**config.mk**
```make
export PLATFORM = sky130hd
export DESIGN_NAME = mem_arbiter
export DESIGN_NICKNAME = d
export VERILOG_FILES = /design/src/rtl/mem_arb_pkg.sv /design/src/rtl/mem_arb_watchdog.sv /design/src/rtl/mem_arbiter.sv
export SDC_FILE = /design/constraint.sdc
export NUM_CORES = 1
export LEC_CHECK = 0
export ABC_AREA = 1
export CAP_MARGIN = 20
export CORE_MARGIN = 4
export CORE_UTILIZATION = 39
export CTS_CLUSTER_DIAMETER = 80
export DETAILED_ROUTE_END_ITERATION = 10
export GPL_TIMING_DRIVEN = 0
export PLACE_DENSITY = 0.78
export SYNTH_ARGS = -nofsm -noshare
export SYNTH_HDL_FRONTEND = slang
export SYNTH_SLANG_ARGS = --single-unit
```
**constraint.sdc**
```tcl
create_clock -name clk -period 1.9 [get_ports clk]
set_clock_uncertainty 0.1 [all_clocks]
set_input_delay 0.57 -clock clk [delete_from_list [all_inputs] [get_ports clk]]
set_output_delay 0.57 -clock clk [all_outputs]
set_load 0.005 [all_outputs]
```
**src/rtl/mem_arb_pkg.sv**
```systemverilog
// rtl/mem_arb_pkg.sv - shared types and constants for the two-port memory arbiter
//
// Contents:
//   state_t    arbiter FSM states (IDLE, ISSUE, WAIT, RESP)
//   PORT_I/D   grant identifiers for the instruction and data ports
//   MEM_READ/WRITE  encoding of mem_read_or_write
package mem_arb_pkg;

    typedef enum logic [1:0] {
        IDLE  = 2'd0,
        ISSUE = 2'd1,
        WAIT  = 2'd2,
        RESP  = 2'd3
    } state_t;

    localparam logic PORT_I = 1'b0;
    localparam logic PORT_D = 1'b1;

    localparam logic MEM_READ  = 1'b1;
    localparam logic MEM_WRITE = 1'b0;

endpackage

```
**src/rtl/mem_arb_watchdog.sv**
```systemverilog
// rtl/mem_arb_watchdog.sv - WAIT-state cycle counter that flags a stuck memory transaction
//
// Ports:
//   clk      in   clock
//   rst      in   synchronous active-high reset
//   enable   in   high while the arbiter sits in WAIT; low clears the count
//   expired  out  high in the WAIT cycle whose index is TIMEOUT-1
module mem_arb_watchdog #(
    parameter int TIMEOUT = 4096
) (
    input  logic clk,
    input  logic rst,
    input  logic enable,
    output logic expired
);

    localparam int CNT_W = (TIMEOUT > 2) ? $clog2(TIMEOUT) : 1;
    localparam logic [CNT_W-1:0] LIMIT = CNT_W'(TIMEOUT - 1);

    logic [CNT_W-1:0] count;

    // The first WAIT cycle sees count 0; the count saturates at LIMIT so it
    // can never wrap even if the FSM were held in WAIT past expiry.
    always_ff @(posedge clk) begin
        if (rst || !enable) begin
            count <= '0;
        end else if (count != LIMIT) begin
            count <= count + 1'b1;
        end
    end

    assign expired = enable && (count == LIMIT);

endmodule

```
**src/rtl/mem_arbiter.sv**
```systemverilog
// rtl/mem_arbiter.sv - round-robin arbiter sharing one memory port between instruction and data requesters
//
// Ports:
//   clk, rst                 clock, synchronous active-high reset
//   i_req/i_addr             instruction read request (level, held until i_ack)
//   i_ack/i_rdata            instruction completion pulse and read data
//   d_req/d_we/d_addr/d_wdata  data request (level, held until d_ack)
//   d_ack/d_rdata            data completion pulse and read data
//   mem_addr/mem_write_data/mem_read_or_write  registered command to memory
//   mem_sig                  one-cycle launch strobe
//   mem_read_data/mem_finish memory completion and read data
//   busy                     high whenever the FSM is not in IDLE
//   grant_id                 owner of the current/last transaction
//   timeout_err              sticky watchdog-abort flag
module mem_arbiter
    import mem_arb_pkg::*;
#(
    parameter int ADDR_W  = 27,
    parameter int DATA_W  = 32,
    parameter int TIMEOUT = 4096
) (
    input  logic              clk,
    input  logic              rst,

    input  logic              i_req,
    input  logic [ADDR_W-1:0] i_addr,
    output logic              i_ack,
    output logic [DATA_W-1:0] i_rdata,

    input  logic              d_req,
    input  logic              d_we,
    input  logic [ADDR_W-1:0] d_addr,
    input  logic [DATA_W-1:0] d_wdata,
    output logic              d_ack,
    output logic [DATA_W-1:0] d_rdata,

    output logic [ADDR_W-1:0] mem_addr,
    output logic [DATA_W-1:0] mem_write_data,
    output logic              mem_read_or_write,
    output logic              mem_sig,
    input  logic [DATA_W-1:0] mem_read_data,
    input  logic              mem_finish,

    output logic              busy,
    output logic              grant_id,
    output logic              timeout_err
);

    state_t state;
    state_t state_next;

    logic   winner;
    logic   any_req;
    logic   wd_expired;

    assign any_req = i_req || d_req;

    // grant_id doubles as the round-robin pointer: it always names the port
    // granted last, and it resets to PORT_I so the data port wins the first tie.
    always_comb begin
        winner = PORT_I;
        if (i_req && d_req) begin
            winner = (grant_id == PORT_I) ? PORT_D : PORT_I;
        end else if (d_req) begin
            winner = PORT_D;
        end
    end

    mem_arb_watchdog #(
        .TIMEOUT (TIMEOUT)
    ) u_watchdog (
        .clk     (clk),
        .rst     (rst),
        .enable  (state == WAIT),
        .expired (wd_expired)
    );

    always_ff @(posedge clk) begin
        if (rst) begin
            state <= IDLE;
        end else begin
            state <= state_next;
        end
    end

    // Strobes are decoded from the state but masked by rst so that they are
    // quiet for the whole reset window, including the cycle before the state
    // register has been forced back to IDLE.
    always_comb begin
        state_next = state;
        mem_sig    = 1'b0;
        busy       = 1'b0;
        i_ack      = 1'b0;
        d_ack      = 1'b0;

        case (state)
            IDLE: begin
                if (any_req) begin
                    state_next = ISSUE;
                end
            end
            ISSUE: begin
                mem_sig    = !rst;
                busy       = !rst;
                state_next = WAIT;
            end
            WAIT: begin
                busy = !rst;
                if (mem_finish || wd_expired) begin
                    state_next = RESP;
                end
            end
            RESP: begin
                busy       = !rst;
                i_ack      = !rst && (grant_id == PORT_I);
                d_ack      = !rst && (grant_id == PORT_D);
                state_next = IDLE;
            end
            default: begin
                state_next = IDLE;
            end
        endcase
    end

    // Command registers change only on a grant, so they stay stable through
    // ISSUE, WAIT and RESP and on into the following IDLE.
    always_ff @(posedge clk) begin
        if (rst) begin
            grant_id          <= PORT_I;
            mem_addr          <= '0;
            mem_write_data    <= '0;
            mem_read_or_write <= MEM_READ;
        end else if (state == IDLE && any_req) begin
            grant_id <= winner;
            if (winner == PORT_D) begin
                mem_addr          <= d_addr;
                mem_write_data    <= d_wdata;
                mem_read_or_write <= d_we ? MEM_WRITE : MEM_READ;
            end else begin
                mem_addr          <= i_addr;
                mem_write_data    <= '0;
                mem_read_or_write <= MEM_READ;
            end
        end
    end

    // Response capture. A finish in the expiry cycle wins over the abort, so
    // the abort path only fires when mem_finish is low. Writes load rdata too;
    // the requester simply ignores it.
    always_ff @(posedge clk) begin
        if (rst) begin
            i_rdata     <= '0;
            d_rdata     <= '0;
            timeout_err <= 1'b0;
        end else if (state == WAIT) begin
            if (mem_finish) begin
                if (grant_id == PORT_D) begin
                    d_rdata <= mem_read_data;
                end else begin
                    i_rdata <= mem_read_data;
                end
            end else if (wd_expired) begin
                timeout_err <= 1'b1;
                if (grant_id == PORT_D) begin
                    d_rdata <= '0;
                end else begin
                    i_rdata <= '0;
                end
            end
        end
    end

endmodule

```
==> After elaboration in Yosys (flattened, before gate mapping) <==
Index checks and enable logic that the tools add are counted.
{ "totals": {"out_inout_bits": 130, "latchBits": 0, "wordCells": 58, "mem_count": 0, "ram_bits": 0, "input_bits": 124, "regBits": 140, "rom_bits": 0} }
{ "op_classes": {"div": 0, "shift": 0, "addsub": 1, "bitwise": 2, "n_mux": 22, "n_mul": 0, "n_eq_ne": 7, "reduce_logical": 17, "n_lt_le_gt_ge": 0} }
{ "ops": {"columns": ["operator", "count"], "rows": [
  ["$mux W32", 9],
  ["$mux W27", 1],
  ["$add A12 B1 Y12 const B", 1],
  ["$eq A12 B12 Y1 const B", 1],
  ["$ne A12 B12 Y1 const B", 1],
  ["$mux W1", 9],
  ["$reduce_and A3 Y1", 3],
  ["$pmux W2 S4", 1],
  ["$logic_and A1 B1 Y1", 5],
  ["$eq A2 B2 Y1 const B", 2],
  ["$mux W2", 2],
  ["$ne A2 B2 Y1 const B", 2],
  ["$logic_or A1 B1 Y1", 3],
  ["$reduce_or A3 Y1", 1],
  ["$eq A2 B1 Y1 const B", 1],
  ["$logic_not A1 Y1", 2],
  ["$logic_not A2 Y1", 1],
  ["$not A1 Y1", 2],
  ["$reduce_and A2 Y1", 1],
  ["$reduce_bool A2 Y1", 1]
]} }

==> Longest topological paths before layout <==
Gate-level depths: netlist of the first run.
{ "logic_depth": {"depth_word": 5, "ltp_mapped": 10, "depth_no_buf": 9} }

==> By module <==
From an unflattened synthesis of the first run, not the netlist that was laid out.
{ "hier_totals": {"hier_cells": 1017, "hier_area_um2": 6637.6} }
{ "modules_own_cells": {"columns": ["mod", "area_per_inst_um2", "seq_area_each_um2", "instances", "cells_per_inst"], "rows": [
  ["mem_arbiter", 5960.7, 2562.5, 1, 919],
  ["mem_arb_watchdog", 676.9, 240.2, 1, 98]
]} }

==> Least setup slack after synthesis of the first run <==
Ideal clock, no wire load.
{ "synth_path": {"path_type": "reg-to-output", "start": "reg grant_id", "end": "out d_ack", "required_ns": 1.230, "setup_slack_ns": 0.006, "n_path_buf": 3, "arrival_ns": 1.224, "stages_incl_launch_ff": 6, "cell_sequence": "dfxtp_1 > buf_2 > inv_1 > clkbuf_1 > buf_2 > nor3_1"} }
{ "synth_via": {"elab_chain_cells": 2} }
{ "synth_lines": {"columns": ["item", "line", "text"], "rows": [
  ["start: declaration", "mem_arbiter.sv:45", "output logic grant_id,"],
  ["start signal: assignment", "mem_arbiter.sv:134", "grant_id <= winner;"],
  ["$logic_and A1 B1 Y1", "mem_arbiter.sv:116", "d_ack = !rst && (grant_id == PORT_D);"],
  ["$mux W1", "mem_arbiter.sv:96", "case (state)"],
  ["end: declaration", "mem_arbiter.sv:34", "output logic d_ack,"]
]} }
Every way passes these cells.

==> Final worst setup path of the first run <==
{ "layout_path": {"start": "reg state[1]", "end": "out i_ack"} }
{ "layout_via": {"elab_chain_cells": 2} }
{ "layout_lines": {"columns": ["item", "line", "text"], "rows": [
  ["start: declaration", "mem_arbiter.sv:49", "state_t state;"],
  ["start signal: assignment", "mem_arbiter.sv:82", "state <= state_next;"],
  ["$eq A2 B2 Y1", "mem_arbiter.sv:96", null],
  ["$mux W1", "mem_arbiter.sv:96", null],
  ["end: declaration", "mem_arbiter.sv:27", "output logic i_ack,"]
]} }
Every way passes these cells.

==> flow_metrics.env, run 1 <==
export IMPL_status="finished with violations"
export IMPL_violations="setup timing"
export IMPL_busiest_layer="met2"
export IMPL_cts_tree="built"
export IMPL_cts_path_max_buffers=2
export IMPL_die_h_um=133
export IMPL_hpwlAfterDp_mm=15.6
export IMPL_cts_max_level=4
export IMPL_syn_area_mm2=0.00605
export IMPL_grt_max_degree=17
export IMPL_met3_usage_pct=8.71
export IMPL_cts_root_buf="clkbuf_16"
export IMPL_synthTopCellsByArea="dfxtp_1 (46%), nand2_1 (14%), nand3_1 (6.5%), nor2_1 (6.3%), a21oi_1 (5.9%)"
export IMPL_clock_latency_ns=0.42
export IMPL_cp_end_kind="primary output"
export IMPL_hold_path_depth=1
export IMPL_rrSetupSlack_ns=0.07
export IMPL_core_mm2=0.0152
export IMPL_setup_ws_ns=-0.0466
export IMPL_start_util_pct=39.8
export IMPL_yosysUniqueCellTypes=29
export IMPL_avgSynthCellArea_um2=7.13
export IMPL_max_slew_margin_pct=63.0
export IMPL_rsz0062_at_grt="yes"
export IMPL_yosysMostFrequentCell="nand2_1"
export IMPL_finalHoldViolations=0
export IMPL_cp_data_required_time_ns=1.23
export IMPL_path_buf_inv=3
export IMPL_syn_nets=979
export IMPL_fmax_mhz=514
export IMPL_wire_per_inst_um=15.7
export IMPL_synth_xor_area_share_pct=0.579
export IMPL_layout_worst_path_cycle_share_pct=102
export IMPL_cp_cell_sequence="buf_6 > ha_4 > inv_2 > nor3_4 > buf_2"
export IMPL_crit_fanout=2
export IMPL_viasPerCell=4.95
export IMPL_grt_pass1_vias=6282
export IMPL_cts_sinks=140
export IMPL_syn2layout_area_growth_pct=59.1
export IMPL_grt_pass1_wl_mm=32.2
export IMPL_port_buffers=252
export IMPL_crit_type="reg2out"
export IMPL_r2r_cells=11
export IMPL_post_route_min_period_ns=1.95
export IMPL_drv_slew=0
export IMPL_synth_top_cell_area_share_pct=46.3
export IMPL_vias=6611
export IMPL_synth_edf_count=0
export IMPL_syn_inst=849
export IMPL_synth_fa_ha_area_share_pct=1.24
export IMPL_rows=45
export IMPL_grtUsageMet2_pct=39.3
export IMPL_p_per_area_mw_per_mm2=1100
export IMPL_drtPass1Iterations=6
export IMPL_dieArea_mm2=0.0176
export IMPL_nets=1265
export IMPL_place_gp_congestion=0.855
export IMPL_synth_async_reset_ratio_pct=0
export IMPL_synth_top_flop_cell="dfxtp_1"
export IMPL_yosys_register_bits=140
export IMPL_synth_top_family_by_area="simple AND/OR/NAND/NOR gates"
export IMPL_cts_hold_buffers=0
export IMPL_drive_gt1_share_pct=13.3
export IMPL_grt_overflow=0
export IMPL_ys_seq_area_share_pct=46.3
export IMPL_cts_buffers=17
export IMPL_cpPeakStageDelay_ns=0.34
export IMPL_chipWidth_um=133
export IMPL_hold_class="reg2reg"
export IMPL_finalSetupTns_ns=-0.0919
export IMPL_synth_compound_area_share_pct=13.8
export IMPL_synthSimpleGateAreaFrac_pct=28.6
export IMPL_drt_iter0_drc=325
export IMPL_cap_violations=0
export IMPL_drc_errors=0
export IMPL_met1_usage_pct=26.3
export IMPL_cts_clk_slew_worst_paths_ns=0.06
export IMPL_hold_start="u_watchdog.count[0]$_SDFFE_PP0P_"
export IMPL_leakage_nw=4.64
export IMPL_setup_viol=2
export IMPL_arrival_ns=1.28
export IMPL_io_pins=254
export IMPL_max_slew_worst_pin_slew_ns=0.555
export IMPL_antenna_left=0
export IMPL_antenna_found_initial=1
export IMPL_grt_usage_pct=23.2
export IMPL_synthTopCellsByCount="nand2_1 (233), dfxtp_1 (140), nor2_1 (101), nand3_1 (79), a21oi_1 (71)"
export IMPL_timing_rr_end="d_rdata[13]$_SDFFE_PP0P_"
export IMPL_critPathTopFamily="flip-flops"
export IMPL_drt_wl_total_mm=21.0
export IMPL_vdd_ir_drop_max_uv=642
export IMPL_cp_start_kind="flop"
export IMPL_cpMaxStageDelayCell="dfxtp_2"
export IMPL_holdWs_ns=0.354
export IMPL_rr_startpoint="u_watchdog.count[0]$_SDFFE_PP0P_"
export IMPL_yosys_area_top_type="dfxtp_1"
export IMPL_muxShareOfSynthArea_pct=0
export IMPL_min_to="u_watchdog.count[0]$_SDFFE_PP0P_"
export IMPL_synth_warnings=0
[cells in the final DEF (no fill, tap or decap), types with 4 or more instances in the layout]
master / n
a21oi_1: 71
buf_6: 9
nand2_1: 230
a31oi_1: 29
nor2_1: 99
buf_4: 14
dlygate4sd2_1: 126
buf_1: 8
clkbuf_2: 15
o21ai_0: 36
clkinvlp_4: 4
dfxtp_1: 115
a21oi_2: 9
dfxtp_4: 4
clkdlybuf4s50_1: 120
dfxtp_2: 21
inv_2: 5
clkbuf_16: 19
inv_1: 56
clkbuf_1: 13
nand3_1: 79
clkbuf_8: 5
buf_2: 12
[worst max path at each step]
stage | from | to | slack [ns] | cells after the start
floorplan | grant_id$_SDFFE_PP0P_ | d_ack | 0.006 | 5
finish | state[1]$_SDFFE_PP0P_ | i_ack | -0.05 | 5
global route | state[1]$_SDFFE_PP0P_ | i_ack | -0.11 | 5
CTS | state[1]$_SDFFE_PP0P_ | i_ack | -0.12 | 5
global placement | rst | i_ack | -1.02 | 4
detailed placement | rst | i_ack | -1.03 | 4
[metal layers]
layer  part of all wire (%)  routed length (um)
met1                     40                8380
met2                     48               10100
met3                    9.0                1890
met5                      0                   0
met4                    3.0                 627
[state kept, by name, summed over array words and instances (netlist names)]
register           flops
d_rdata               32
i_rdata               32
mem_write_data        32
mem_addr              27
u_watchdog.count      12
state                  2
grant_id               1
mem_read_or_write      1
timeout_err            1
[through the flow]
step / std cells / total power [mW] / instance area (um2) / setup slack [ns] / util [%]
floorplan: 849 / 5.39 / 6050 / 0.00552 / -
global placement: 1289 / 7.14 / 8810 / -1.02 / 58.0
detailed placement: 1289 / 7.20 / 8810 / -1.03 / 58.0
CTS: 1332 / 10.6 / 9510 / -0.124 / 62.6
global route: 1336 / 11.2 / 9630 / -0.106 / 63.3
finish: 1336 / 10.6 / 9630 / -0.0466 / 63.3
[cell type report]
type | count | area [um2]
inverters | 64 | 250
plain buffers | 58 | 399
well taps | 188 | 235
clock inverters | 10 | 140
clock buffers | 21 | 470
flip-flops and latches | 140 | 2840
diodes | 1 | 2.50
fillers | 1389 | 5570
repair inverters | 1 | 3.75
repair buffers | 269 | 2490
multi-input cells | 584 | 2790
[cell families (layout without fill, tap and decap cells)]
family	after synthesis	in the layout
AND/OR/NAND/NOR	425	425
adder cells (fa/ha/maj)	6	6
buffers and inverters	125	423
XOR/XNOR	4	4
AO/OA/AOI/OAI	149	149
other	0	1
flip-flops	140	140
[report_power, final]
part | switching (mW) | internal, mW | leakage, nW
Combinational | 1.86 | 1.54 | 3.19
Clock | 1.29 | 2.16 | 0.291
Sequential | 0.278 | 3.46 | 1.15
Total | 3.43 | 7.16 | 4.64
[timing repair]
action | CTS | global route
resized for setup | 216 | 47
gates cloned | 1 | 2
setup endpoints to repair | 256 | 102
pin swaps | 4 | 8
buffers inserted | 12 | 4
Power figures use the tool's default switching activity.
==> inputs of run 2 (changes only) <==
- CORE_UTILIZATION: 39 -> 41
- clock period: 1.9 -> 2.4 ns (I/O delays scaled with it)
==> run 2 against run 1 <==
  * The run now ends clean
  * Count of clock-buffer cells in the layout stayed put
  * Final cell count is 1.3% lower
  * Die area is 4.6% lower
==> flow_metrics.env, run 2 (synthesis results as in run 1) <==
export IMPL_die_h_um=129
export IMPL_hold_class="reg2reg"
export IMPL_hpwlAfterDp_mm=15.4
export IMPL_max_slew_worst_pin_slew_ns=0.608
export IMPL_dieArea_mm2=0.0168
export IMPL_drt_iter0_drc=460
export IMPL_cts_sinks=140
export IMPL_clock_latency_ns=0.42
export IMPL_drv_slew=0
export IMPL_crit_fanout=10
export IMPL_multiInputGateArea_mm2=0.00270
export IMPL_cp_end_kind="primary output"
export IMPL_diodes=0
export IMPL_cts_hold_buffers=0
export IMPL_layout_area_seq_mm2=0.00280
export IMPL_drive_gt1_share_pct=7.41
export IMPL_port_buffers=252
export IMPL_p_total_mw=8.21
export IMPL_grt_max_degree=17
export IMPL_drc_errors=0
export IMPL_top_regs="d_rdata x32, i_rdata x32, mem_write_data x32"
export IMPL_cts_buffers=17
export IMPL_cts_clk_slew_worst_paths_ns=0.05
export IMPL_drt_wl_total_mm=20.0
export IMPL_vdd_ir_drop_max_uv=532
export IMPL_rows=44
export IMPL_final_cell_mix="clkdlybuf4s50_1 (247), nand2_1 (233), dfxtp_1 (140)"
export IMPL_arrival_ns=1.51
export IMPL_cts_tree="built"
export IMPL_io_pins=254
export IMPL_crit_type="in2out"
export IMPL_viasPerCell=4.93
export IMPL_drtPass1Iterations=7
export IMPL_cts_root_buf="clkbuf_16"
export IMPL_grt_pass1_wl_mm=31.2
export IMPL_chipWidth_um=129
export IMPL_nets=1251
export IMPL_rsz0062_at_grt="no"
export IMPL_wire_per_inst_um=15.2
export IMPL_fill_cells=1287
export IMPL_cp_data_required_time_ns=1.58
export IMPL_vias=6498
export IMPL_layoutNonFillerInstCount=1318
export IMPL_finalHoldViolations=0
export IMPL_final_common_cell="clkdlybuf4s50_1"
export IMPL_preCtsSetupSlack_ns=-0.876
export IMPL_grt_overflow=0
export IMPL_post_route_min_period_ns=2.33
export IMPL_dp_cells=1285
export IMPL_core_mm2=0.0145
export IMPL_cap_violations=0
export IMPL_leakage_nw=3.95
export IMPL_fin_area_mm2=0.00944
export IMPL_syn2layout_area_growth_pct=55.9
export IMPL_start_util_pct=41.8
export IMPL_cp_start_kind="input port"
export IMPL_grt_pass1_vias=6179
export IMPL_finalSetupTns_ns=0
export IMPL_status="finished clean"
export IMPL_layout_worst_path_cycle_share_pct=96.9
export IMPL_p_per_area_mw_per_mm2=870
export IMPL_antenna_left=0
export IMPL_cts_max_level=4
export IMPL_setup_ws_ns=0.0748
export IMPL_fmax_mhz=430
export IMPL_place_gp_congestion=0.847
export IMPL_grt_usage_pct=23.7
export IMPL_cts_path_max_buffers=2
export IMPL_dpl_cell_area_mm2=0.00880
export IMPL_setup_viol=0
export IMPL_max_slew_margin_pct=59.5
export IMPL_antenna_found_initial=0
## run 2: cell count changes in the layout (fill, tap and decap cells not counted), moves of 4 or more
cell	delta
clkbuf_2	-14
inv_1	+4
ha_1	+4
dfxtp_4	-4
clkdlybuf4s50_1	+127
dfxtp_1	+25
dlygate4sd2_1	-124
buf_4	-12
clkbuf_1	+12
dfxtp_2	-21
## run 2: power by group
group	internal (mW)	switching, mW	total [mW]
sequential	2.72	0.215	2.94
combinational	1.33	1.41	2.74
clock	1.53	1.01	2.53
## run 2: final cells by class
class | instances | share of cell area (%)
clock buffer | 21 | 5.09
tap | 184 | 2.44
multi-input combinational | 584 | 28.6
sequential | 140 | 29.7
inverter | 64 | 2.62
buffer | 60 | 3.84
clock inverter | 11 | 0.968
timing repair buffer | 254 | 26.8
## run 2: final timing paths
check                                                     start                               to  slack [ns]  cells after the start
worst min register to register  mem_write_data[13]$_SDFFE_PP0P_  mem_write_data[13]$_SDFFE_PP0P_        0.36                      2
worst max register to register            state[0]$_SDFFE_PP0P_        mem_addr[25]$_SDFFE_PP0P_        0.31                      8
worst min-delay path            mem_write_data[13]$_SDFFE_PP0P_  mem_write_data[13]$_SDFFE_PP0P_        0.36                      2
worst max-delay path                                        rst                             busy        0.07                      4
## run 2: per-layer routing
| metal | track usage [%] | vias up | share of wire, % |
|---|---|---|---|
| met3 | 8.00 | 33 | 9.5 |
| li1 | - | 3279 | - |
| met2 | 41.1 | 247 | 49 |
| met4 | 8.80 | 0 | 2.6 |
| met5 | 0 | - | 0 |
| met1 | 27.2 | 2939 | 39 |
## run 2: stage by stage
stage	hold slack [ns]	utilization [%]
after floorplan	0.348	-
after global placement	0.352	60.8
after detailed placement	0.356	60.8
after CTS	0.365	65.1
after global routing	0.381	65.2
final	0.361	65.2
## run 2: critical path, cell delays in order
cell             delay [ns]
clkdlybuf4s15_2        0.25
clkbuf_8               0.19
nor2_1                 0.09
dlygate4sd2_1          0.26
## run 2: repair_timing
item,in CTS,in global routing
setup endpoints to repair,9,13
setup buffers,2,0
pin swaps,0,0
gates resized for setup,25,5
==> inputs of run 3 (changes only) <==
- CTS_BUF_LIST: not set -> sky130_fd_sc_hd__clkbuf_4 sky130_fd_sc_hd__clkbuf_8
==> run 3 against run 2 <==
  * Combinational power hardly changed
  * Clock power fell by 28%
  * Cell area fell by 1.8%
  * Power fell by 8.4%
  * Global-route usage is 0.10 points lower
  * Wire length down 0.64%
  * Critical path type unchanged
  * Hold slack better by 0.0036 ns
  * Sequential power is essentially flat
  * Critical path depth did not move
  * Final cell count stayed put
  * Utilization is 1.2 points lower
==> flow_metrics.env, run 3 (synthesis results as in run 1) <==
export IMPL_status="finished clean"
export IMPL_vias=6488
export IMPL_holdWs_ns=0.365
export IMPL_arrival_ns=1.54
export IMPL_syn2layout_area_growth_pct=53.1
export IMPL_preCtsSetupSlack_ns=-0.876
export IMPL_cts_buffers=17
export IMPL_rows=44
export IMPL_cts_sinks=140
export IMPL_drtPass1Iterations=6
export IMPL_hpwlAfterDp_mm=15.4
export IMPL_nets=1251
export IMPL_vdd_ir_drop_max_uv=437
export IMPL_critPathLaunch="rst"
export IMPL_cts_root_buf="clkbuf_8"
export IMPL_chipWidth_um=129
export IMPL_clock_latency_ns=0.44
export IMPL_leakage_nw=3.86
export IMPL_antenna_found_initial=0
export IMPL_layoutNonFillerInstCount=1318
export IMPL_p_per_area_mw_per_mm2=811
export IMPL_finalHoldViolations=0
export IMPL_fmax_mhz=424
export IMPL_post_route_min_period_ns=2.36
export IMPL_place_gp_congestion=0.847
export IMPL_hold_class="reg2reg"
export IMPL_max_slew_margin_pct=57.0
export IMPL_cap_violations=0
export IMPL_setup_viol=0
export IMPL_top_regs="d_rdata x32, i_rdata x32, mem_write_data x32"
export IMPL_max_slew_worst_pin_slew_ns=0.646
export IMPL_final_common_cell="clkdlybuf4s50_1"
export IMPL_cts_clk_slew_worst_paths_ns=0.07
export IMPL_core_mm2=0.0145
export IMPL_dp_cells=1285
export IMPL_p_total_mw=7.52
export IMPL_port_buffers=252
export IMPL_viasPerCell=4.92
export IMPL_drive_gt1_share_pct=7.58
export IMPL_grt_pass1_vias=6184
export IMPL_wire_per_inst_um=15.1
export IMPL_drc_errors=0
export IMPL_crit_type="in2out"
export IMPL_drv_slew=0
export IMPL_cp_end_kind="primary output"
export IMPL_start_util_pct=41.8
export IMPL_layout_worst_path_cycle_share_pct=98.3
export IMPL_cp_data_required_time_ns=1.58
export IMPL_cts_tree="built"
export IMPL_grt_overflow=0
export IMPL_final_cell_mix="clkdlybuf4s50_1 (247), nand2_1 (233), dfxtp_1 (138)"
export IMPL_grt_max_degree=17
export IMPL_fin_area_mm2=0.00927
export IMPL_hold_start="mem_write_data[13]$_SDFFE_PP0P_"
export IMPL_setup_ws_ns=0.0404
export IMPL_dieArea_mm2=0.0168
export IMPL_grt_usage_pct=23.6
export IMPL_grt_pass1_wl_mm=30.9
export IMPL_cts_path_max_buffers=2
export IMPL_crit_fanout=5
export IMPL_io_pins=254
export IMPL_rr_startpoint="state[0]$_SDFFE_PP0P_"
export IMPL_cts_max_level=4
export IMPL_dpl_cell_area_mm2=0.00880
export IMPL_rsz0062_at_grt="no"
export IMPL_cp_start_kind="input port"
export IMPL_drt_iter0_drc=371
export IMPL_die_h_um=129
export IMPL_antenna_left=0
export IMPL_drt_wl_total_mm=19.9
export IMPL_diodes=0
-- run 3: cell types whose count changed in the layout (fill, tap and decap cells not counted), sizes merged --
cell,previous run,this run
clkdlybuf4s15,1,2
clkbuf,50,49
-- run 3: where the power goes --
group	leakage (nW)	switching, mW	total (mW)	internal (mW)
Sequential	1.14	0.216	2.94	2.72
Clock	0.194	0.913	1.83	0.921
Combinational	2.53	1.41	2.75	1.34
-- run 3: path summary, 6_finish.rpt --
| kind | to | slack (ns) | depth (start not counted) |
|---|---|---|---|
| worst max-delay path | i_ack | 0.04 | 4 |
| worst min-delay path | mem_write_data[13]$_SDFFE_PP0P_ | 0.36 | 2 |
| worst max register to register | mem_addr[25]$_SDFFE_PP0P_ | 0.31 | 8 |
| worst min register to register | mem_write_data[13]$_SDFFE_PP0P_ | 0.36 | 2 |
-- run 3: metal layers --
metal	wire [um]	global-route usage [%]	vias to the layer above
li1	-	-	3276
met1	7690	26.7	2916
met2	9660	40.4	262
met3	1990	8.57	34
met4	535	9.84	0
met5	0	0	-
-- run 3: repair_timing --
action,4_1_cts,5_1_grt
gates resized for setup,28,6
hold buffers,0,0
cloned,0,0
setup buffers,2,0
endpoints found under the setup margin,8,6
-- run 3: cell type report --
class / instances / area (um2)
Sequential cell: 140 / 2810
Fill cell: 1316 / 5210
Clock buffer: 21 / 289
Clock inverter: 11 / 91.3
Tap cell: 184 / 230
Buffer: 60 / 369
Multi-Input combinational cell: 584 / 2700
Timing Repair Buffer: 254 / 2530
Inverter: 64 / 248
-- run 3: through the flow --
stage | setup TNS, ns | utilization [%]
CTS | 0 | 63.8
floorplan | 0 | -
global route | 0 | 64.0
finish | 0 | 64.0
global placement | -35.48 | 60.8
detailed placement | -40.07 | 60.8
-- run 3: worst max-delay path, stage by stage --
cell	delay (ns)
clkdlybuf4s15_2	0.25
clkbuf_8	0.18
nor3_4	0.16
clkdlybuf4s15_2	0.23
